`src/rtl/mmio_timer_led_if.sv`:
```
// Core-side memory bus as seen by a memory-mapped peripheral.
// The master drives address, strobes and write data; the slave returns
// registered read data together with a hit flag.
interface mmio_timer_led_if #(
   parameter int AW = 8,
   parameter int DW = 32
);
   logic [AW-1:0] mem_addr;
   logic          mem_read_en;
   logic          mem_write_en;
   logic [DW-1:0] mem_write_val;
   logic [DW-1:0] mem_read_val;
   logic          hit;

   modport master (
      output mem_addr, mem_read_en, mem_write_en, mem_write_val,
      input  mem_read_val, hit
   );

   modport slave (
      input  mem_addr, mem_read_en, mem_write_en, mem_write_val,
      output mem_read_val, hit
   );
endinterface

```
`src/rtl/mmio_timer_led.sv`:
```
// Memory-mapped LED register and free-running compare timer.
// A 4-word window at BASE_ADDR holds LED, CTRL{MF,AR,EN}, COUNT and CMP.
// Read data and hit are registered, so the top level sees the same
// one-cycle latency as RAM and can mux on hit.
module mmio_timer_led #(
   parameter int MEM_WIDTH = 32,
   parameter int MEM_SIZE  = 256,
   parameter int BASE_ADDR = 208
) (
   input  logic                clk,
   input  logic                reset,
   mmio_timer_led_if.slave     bus,
   output logic [3:0]          led,
   output logic                match
);
   localparam int AW = $clog2(MEM_SIZE);
   localparam logic [AW-3:0] BASE_HI = (AW-2)'(BASE_ADDR >> 2);

   localparam logic [1:0] OFF_LED   = 2'd0;
   localparam logic [1:0] OFF_CTRL  = 2'd1;
   localparam logic [1:0] OFF_COUNT = 2'd2;
   localparam logic [1:0] OFF_CMP   = 2'd3;

   logic [3:0]           led_q,   led_d;
   logic                 en_q,    en_d;
   logic                 ar_q,    ar_d;
   logic                 mf_q,    mf_d;
   logic [MEM_WIDTH-1:0] count_q, count_d;
   logic [MEM_WIDTH-1:0] cmp_q,   cmp_d;
   logic [MEM_WIDTH-1:0] rdata_q, rdata_d;
   logic                 hit_q,   hit_d;

   logic                 sel;
   logic [1:0]           offset;
   logic                 wr;
   logic                 rd;
   logic                 cmp_hit;
   logic [MEM_WIDTH-1:0] rd_mux;

   assign sel     = (bus.mem_addr[AW-1:2] == BASE_HI);
   assign offset  = bus.mem_addr[1:0];
   assign wr      = bus.mem_write_en & sel;
   assign rd      = bus.mem_read_en  & sel;
   // Match uses the pre-edge COUNT, even when a bus write replaces it.
   assign cmp_hit = en_q & (count_q == cmp_q);

   // Select the addressed register's current (pre-write) value.
   always_comb begin
      rd_mux = '0;
      unique case (offset)
         OFF_LED:   rd_mux[3:0] = led_q;
         OFF_CTRL:  rd_mux[2:0] = {mf_q, ar_q, en_q};
         OFF_COUNT: rd_mux      = count_q;
         OFF_CMP:   rd_mux      = cmp_q;
         default:   rd_mux      = '0;
      endcase
   end

   // Next-state for registers, timer and read pipeline.
   always_comb begin
      led_d   = led_q;
      en_d    = en_q;
      ar_d    = ar_q;
      mf_d    = mf_q;
      cmp_d   = cmp_q;
      count_d = count_q;
      rdata_d = '0;
      hit_d   = 1'b0;

      if (en_q) begin
         if (cmp_hit && ar_q) count_d = '0;
         else                 count_d = count_q + 1'b1;
      end

      if (wr) begin
         unique case (offset)
            OFF_LED: led_d = bus.mem_write_val[3:0];
            OFF_CTRL: begin
               en_d = bus.mem_write_val[0];
               ar_d = bus.mem_write_val[1];
               if (bus.mem_write_val[2]) mf_d = 1'b0;
            end
            OFF_COUNT: count_d = bus.mem_write_val;
            OFF_CMP:   cmp_d   = bus.mem_write_val;
            default: ;
         endcase
      end

      // A match in the same cycle wins over a write-1-to-clear.
      if (cmp_hit) mf_d = 1'b1;

      if (rd) begin
         rdata_d = rd_mux;
         hit_d   = 1'b1;
      end
   end

   // Register and timer state.
   always_ff @(posedge clk or negedge reset) begin
      if (!reset) begin
         led_q   <= '0;
         en_q    <= 1'b0;
         ar_q    <= 1'b0;
         mf_q    <= 1'b0;
         count_q <= '0;
         cmp_q   <= '1;
      end else begin
         led_q   <= led_d;
         en_q    <= en_d;
         ar_q    <= ar_d;
         mf_q    <= mf_d;
         count_q <= count_d;
         cmp_q   <= cmp_d;
      end
   end

   // Read data pipeline; hit lasts only for the cycle after a read.
   always_ff @(posedge clk or negedge reset) begin
      if (!reset) begin
         rdata_q <= '0;
         hit_q   <= 1'b0;
      end else begin
         rdata_q <= rdata_d;
         hit_q   <= hit_d;
      end
   end

   assign bus.mem_read_val = rdata_q;
   assign bus.hit          = hit_q;
   assign led              = led_q;
   assign match            = mf_q;
endmodule

```
`src/flat_wrapper.sv`:
```
// flat-port wrapper written by rule: the top's interface ports become plain ports
module mmio_timer_led_flat 
#(
   parameter int MEM_WIDTH = 32,
   parameter int MEM_SIZE  = 256,
   parameter int BASE_ADDR = 208
)
  (clk, reset, led, match, bus_mem_addr, bus_mem_read_en, bus_mem_write_en, bus_mem_write_val, bus_mem_read_val, bus_hit);
  mmio_timer_led_if #(.AW(8), .DW(32)) bus_i ();
  input  logic clk;
  input  logic reset;
  output logic [3:0] led;
  output logic match;
  input wire logic [$bits(bus_i.mem_addr)-1:0] bus_mem_addr;
  input wire logic [$bits(bus_i.mem_read_en)-1:0] bus_mem_read_en;
  input wire logic [$bits(bus_i.mem_write_en)-1:0] bus_mem_write_en;
  input wire logic [$bits(bus_i.mem_write_val)-1:0] bus_mem_write_val;
  output wire logic [$bits(bus_i.mem_read_val)-1:0] bus_mem_read_val;
  output wire logic [$bits(bus_i.hit)-1:0] bus_hit;
  assign bus_i.mem_addr = bus_mem_addr;
  assign bus_i.mem_read_en = bus_mem_read_en;
  assign bus_i.mem_write_en = bus_mem_write_en;
  assign bus_i.mem_write_val = bus_mem_write_val;
  assign bus_mem_read_val = bus_i.mem_read_val;
  assign bus_hit = bus_i.hit;
  mmio_timer_led #(.MEM_WIDTH(MEM_WIDTH), .MEM_SIZE(MEM_SIZE), .BASE_ADDR(BASE_ADDR)) u_core (.clk(clk), .reset(reset), .bus(bus_i), .led(led), .match(match));
endmodule
```
`config.mk`:
```
export PLATFORM = sky130hd
export DESIGN_NAME = mmio_timer_led_flat
export DESIGN_NICKNAME = d
export VERILOG_FILES = /design/src/rtl/mmio_timer_led_if.sv /design/src/rtl/mmio_timer_led.sv /design/src/flat_wrapper.sv
export SDC_FILE = /design/constraint.sdc
export NUM_CORES = 1
export LEC_CHECK = 0
export BUFFER_PORTS_ARGS = -buffer_cell sky130_fd_sc_hd__buf_2
export CAP_MARGIN = 20
export CORE_MARGIN = 5
export CORE_UTILIZATION = 52
export CTS_CLUSTER_SIZE = 8
export DETAILED_ROUTE_END_ITERATION = 16
export PLACE_DENSITY = 0.77
export SYNTH_ARGS = -nofsm -noshare
export SYNTH_HDL_FRONTEND = slang
export SYNTH_SLANG_ARGS = --single-unit
```
`constraint.sdc`:
```
create_clock -name clk -period 1.95 [get_ports clk]
set_input_delay 0.39 -clock clk [delete_from_list [all_inputs] [get_ports clk]]
set_output_delay 0.39 -clock clk [all_outputs]
set_load 0.02 [all_outputs]
```
==> metrics.txt <==
status=finished, violations left; violated checks=setup timing; worst-margin pin slew=0.419 ns; slowest cell delay on critical path=0.57 ns; predominant post-synthesis flop cell=dfrtp_1; Root Driver=clkbuf_8; critical path class=reg -> reg; Starting Density=between 50% and 60%; Nets=approximately 660; Leakage=3.10 nW; Hold/Removal Path Class=in -> reg; synth-to-layout area growth=24.1%; Placer Congestion=0.929; DIE WIDTH=113 um; H-tree depth=3; Netlist Area Pre-Place=roughly 5500 sq um; TritonCTS Sinks=104; Inserted Clock Buffers=9; Mapped Avg Cell Area=between 10 and 15 sq um; most frequent cells in the layout=buf_2 (80), dfrtp_1 (70), buf_4 (66); VDD IR-drop max=428 uV; core area=between 10000 and 15000 sq um; Design Area, Final=6810 sq um; Hold Startpoint=bus_mem_write_val[20]; post-synthesis register bit count=approximately 100; clk slew on worst S/H paths=0.09 ns; Pwr Density=926 nW/um^2; Place WS=-0.120 ns; slew margin rel.=72.1%; Final Power=approximately 6.3 mW; Critical Path RT=2.21 ns; highest-delay cell along the critical path=dfstp_2; DRT Pass-1 Iters=4; worst path bufs/invs=3; Post-Syn Instances=approximately 480; number of port buffers=just over 80; maximum clock rate=approximately 480 MHz; Worst Hold End=u_core.count_q[20]$_DFF_PN0_; R2R setup slack=-0.12 ns; final clock skew=0.00722 ns; post-synth cell types=46; Skew-Pair Late Insertion Delay=between 0.3 and 0.4 ns; crit-path max FO=5; Slew Viols, Final=0; Tmin final=2.07 ns; row count=37; setup ws final=-0.118 ns; commonest non-fill, non-tap cell in the layout=buf_2; initial antenna violation count=0; I/O pins=82; number of flops mapped to enable cells by yosys=0; reg-to-reg endpoint=u_core.count_q[25]$_DFF_PN0_; post-synth top area share=32.8%; reg2reg start=u_core.cmp_q[12]$_DFFE_PN1P_; area leader, netlist=dfrtp_1; final core utilization=66.0%; antenna violation net count after detailed routing=0; post-route insts no fill=751; drt drc=0; dpl cell area=between 6000 and 7000 sq um; Initial DRC Count=209; DRT Wirelength=14.0 mm; top post-synthesis cells by area=dfrtp_1 (33%), dfstp_2 (15%), mux2_2 (7.6%); first-pass GRT wire length=22.6 mm; Syn Nets=521; post-DP HPWL=9.89 mm; Crit. End Element=register; Die Ht=between 100 and 150 um; pin count of the biggest net entering global routing=between 40 and 50; R2R depth=8; sequential share of the synthesized area=48.2%; share of cells above drive strength 1=between 40% and 50%; post-placement cell count=725; Final period util=106%; Max Cap Viol=0; DR vias/cell=5.64; RSZ-0062 raised after global routing=true; routed wire length per instance=18.7 um; vias in the first global route=~4500; asr flop ratio synth=100%; Synth warnings=0; CP arrival=roughly 2.3 ns; CP top delay family=simple AND/OR/NAND/NOR gates; CTS Buffer Depth=2; GR Util All Layers=22.5%; Setup Viol. Count Final=33; via count=4235; TritonCTS clock tree=built; diode count=0; final hold viol count=0; GRT Residual Overflow=0; hold path depth=3; startpoint class of the critical path=register; Cell Chain, Critical Path=xor2_2 > nor4_2 > buf_4 > nand4_1 > nor4_4 > buf_6 > clkbuf_16 > o31ai_2; Total Die Area=12700 sq um
-- worst reg2reg max path, cell delays in order, from the launching register on --
cell and delay (ns):
dfstp_2 0.57, xor2_2 0.09, nor4_2 0.29, buf_4 0.17, nand4_1 0.19, nor4_4 0.20
buf_6 0.19, clkbuf_16 0.16, o31ai_2 0.08
-- state kept, by name, summed over array words and instances, names as in the netlist --
| signal | cells |
|---|---|
| u_core.ar_q | 1 |
| u_core.bus.hit | 1 |
| u_core.bus.mem_read_val | 32 |
| u_core.cmp_q | 32 |
| u_core.count_q | 32 |
| u_core.en_q | 1 |
| u_core.led | 4 |
| u_core.match | 1 |
-- cell usage after synthesis, drive strengths merged (2+ instances only) --
library cell,count
mux2,37
a21oi,2
xor2,44
nand3,18
o21ai,3
nor2b,5
buf,21
clkbuf,13
o31ai,31
a2111oi,2
nand4,18
o2111a,2
nor2,41
nor3,4
nand2,45
nor4,7
mux2i,28
dfrtp,72
and4,4
dfstp,32
nand2b,6
inv,12
xnor2,9
nand4b,2
and3,5
mux4,3
-- where the power goes --
group | switching, mW | internal [mW] | leakage, nW
combinational | 1.19 | 1.03 | 1.81
sequential | 0.343 | 2.46 | 1.20
clock | 0.718 | 0.569 | 0.0927
-- through the flow --
step	setup TNS (ns)	hold WS, ns
after floorplan	0	0.0944
after global placement	-0.642	0.345
after detailed placement	-2.68	0.354
after CTS	-3.09	0.210
after global routing	-5.77	0.213
final	-2.92	0.228
-- worst max path at each step --
stage	slack [ns]	start	end	cells after the start
finish	-0.12	u_core.cmp_q[12]$_DFFE_PN1P_	u_core.count_q[25]$_DFF_PN0_	8
global route	-0.21	u_core.cmp_q[7]$_DFFE_PN1P_	u_core.count_q[25]$_DFF_PN0_	7
CTS	-0.12	u_core.cmp_q[9]$_DFFE_PN1P_	u_core.count_q[31]$_DFF_PN0_	8
detailed placement	-0.12	u_core.cmp_q[14]$_DFFE_PN1P_	u_core.count_q[10]$_DFF_PN0_	7
global placement	-0.05	u_core.cmp_q[14]$_DFFE_PN1P_	u_core.count_q[14]$_DFF_PN0_	7
floorplan	0.03	u_core.cmp_q[0]$_DFFE_PN1P_	u_core.count_q[21]$_DFF_PN0_	6
-- cells by family after synthesis --
family / Yosys count / synth area share (%)
AND/OR/NAND/NOR: 159 / 15.4
flip-flops: 104 / 48.2
multiplexers: 68 / 13.9
XOR/XNOR: 53 / 8.60
buffers and inverters: 46 / 4.17
AO/OA/AOI/OAI: 45 / 9.53
adder cells (fa/ha/maj): 1 / 0.228
-- metal layers --
layer | track usage (%) | vias to the layer above | wire length (um)
met5 | 0 | - | 0
met4 | 9.46 | 0 | 543
met3 | 5.40 | 48 | 758
met2 | 36.3 | 146 | 6940
met1 | 29.1 | 2104 | 5780
li1 | - | 1937 | -
-- timing repair --
action | in CTS | in global routing
hold buffers | 1 | 0
setup endpoints to repair | 33 | 33
pin swaps | 9 | 7
gates resized for setup | 15 | 9
buffers inserted | 4 | 3
endpoints found under the hold margin | 20 | 0
cloned | 1 | 1
-- cell type report --
class | instances | area (sq um)
fillers | 764 | 3510
multi-input cells | 326 | 2680
flip-flops and latches | 104 | 2650
repair buffers | 157 | 1080
clock buffers | 14 | 173
well taps | 136 | 170
inverters | 12 | 45.0
clock inverters | 2 | 12.5
Power figures use the tool's default switching activity.
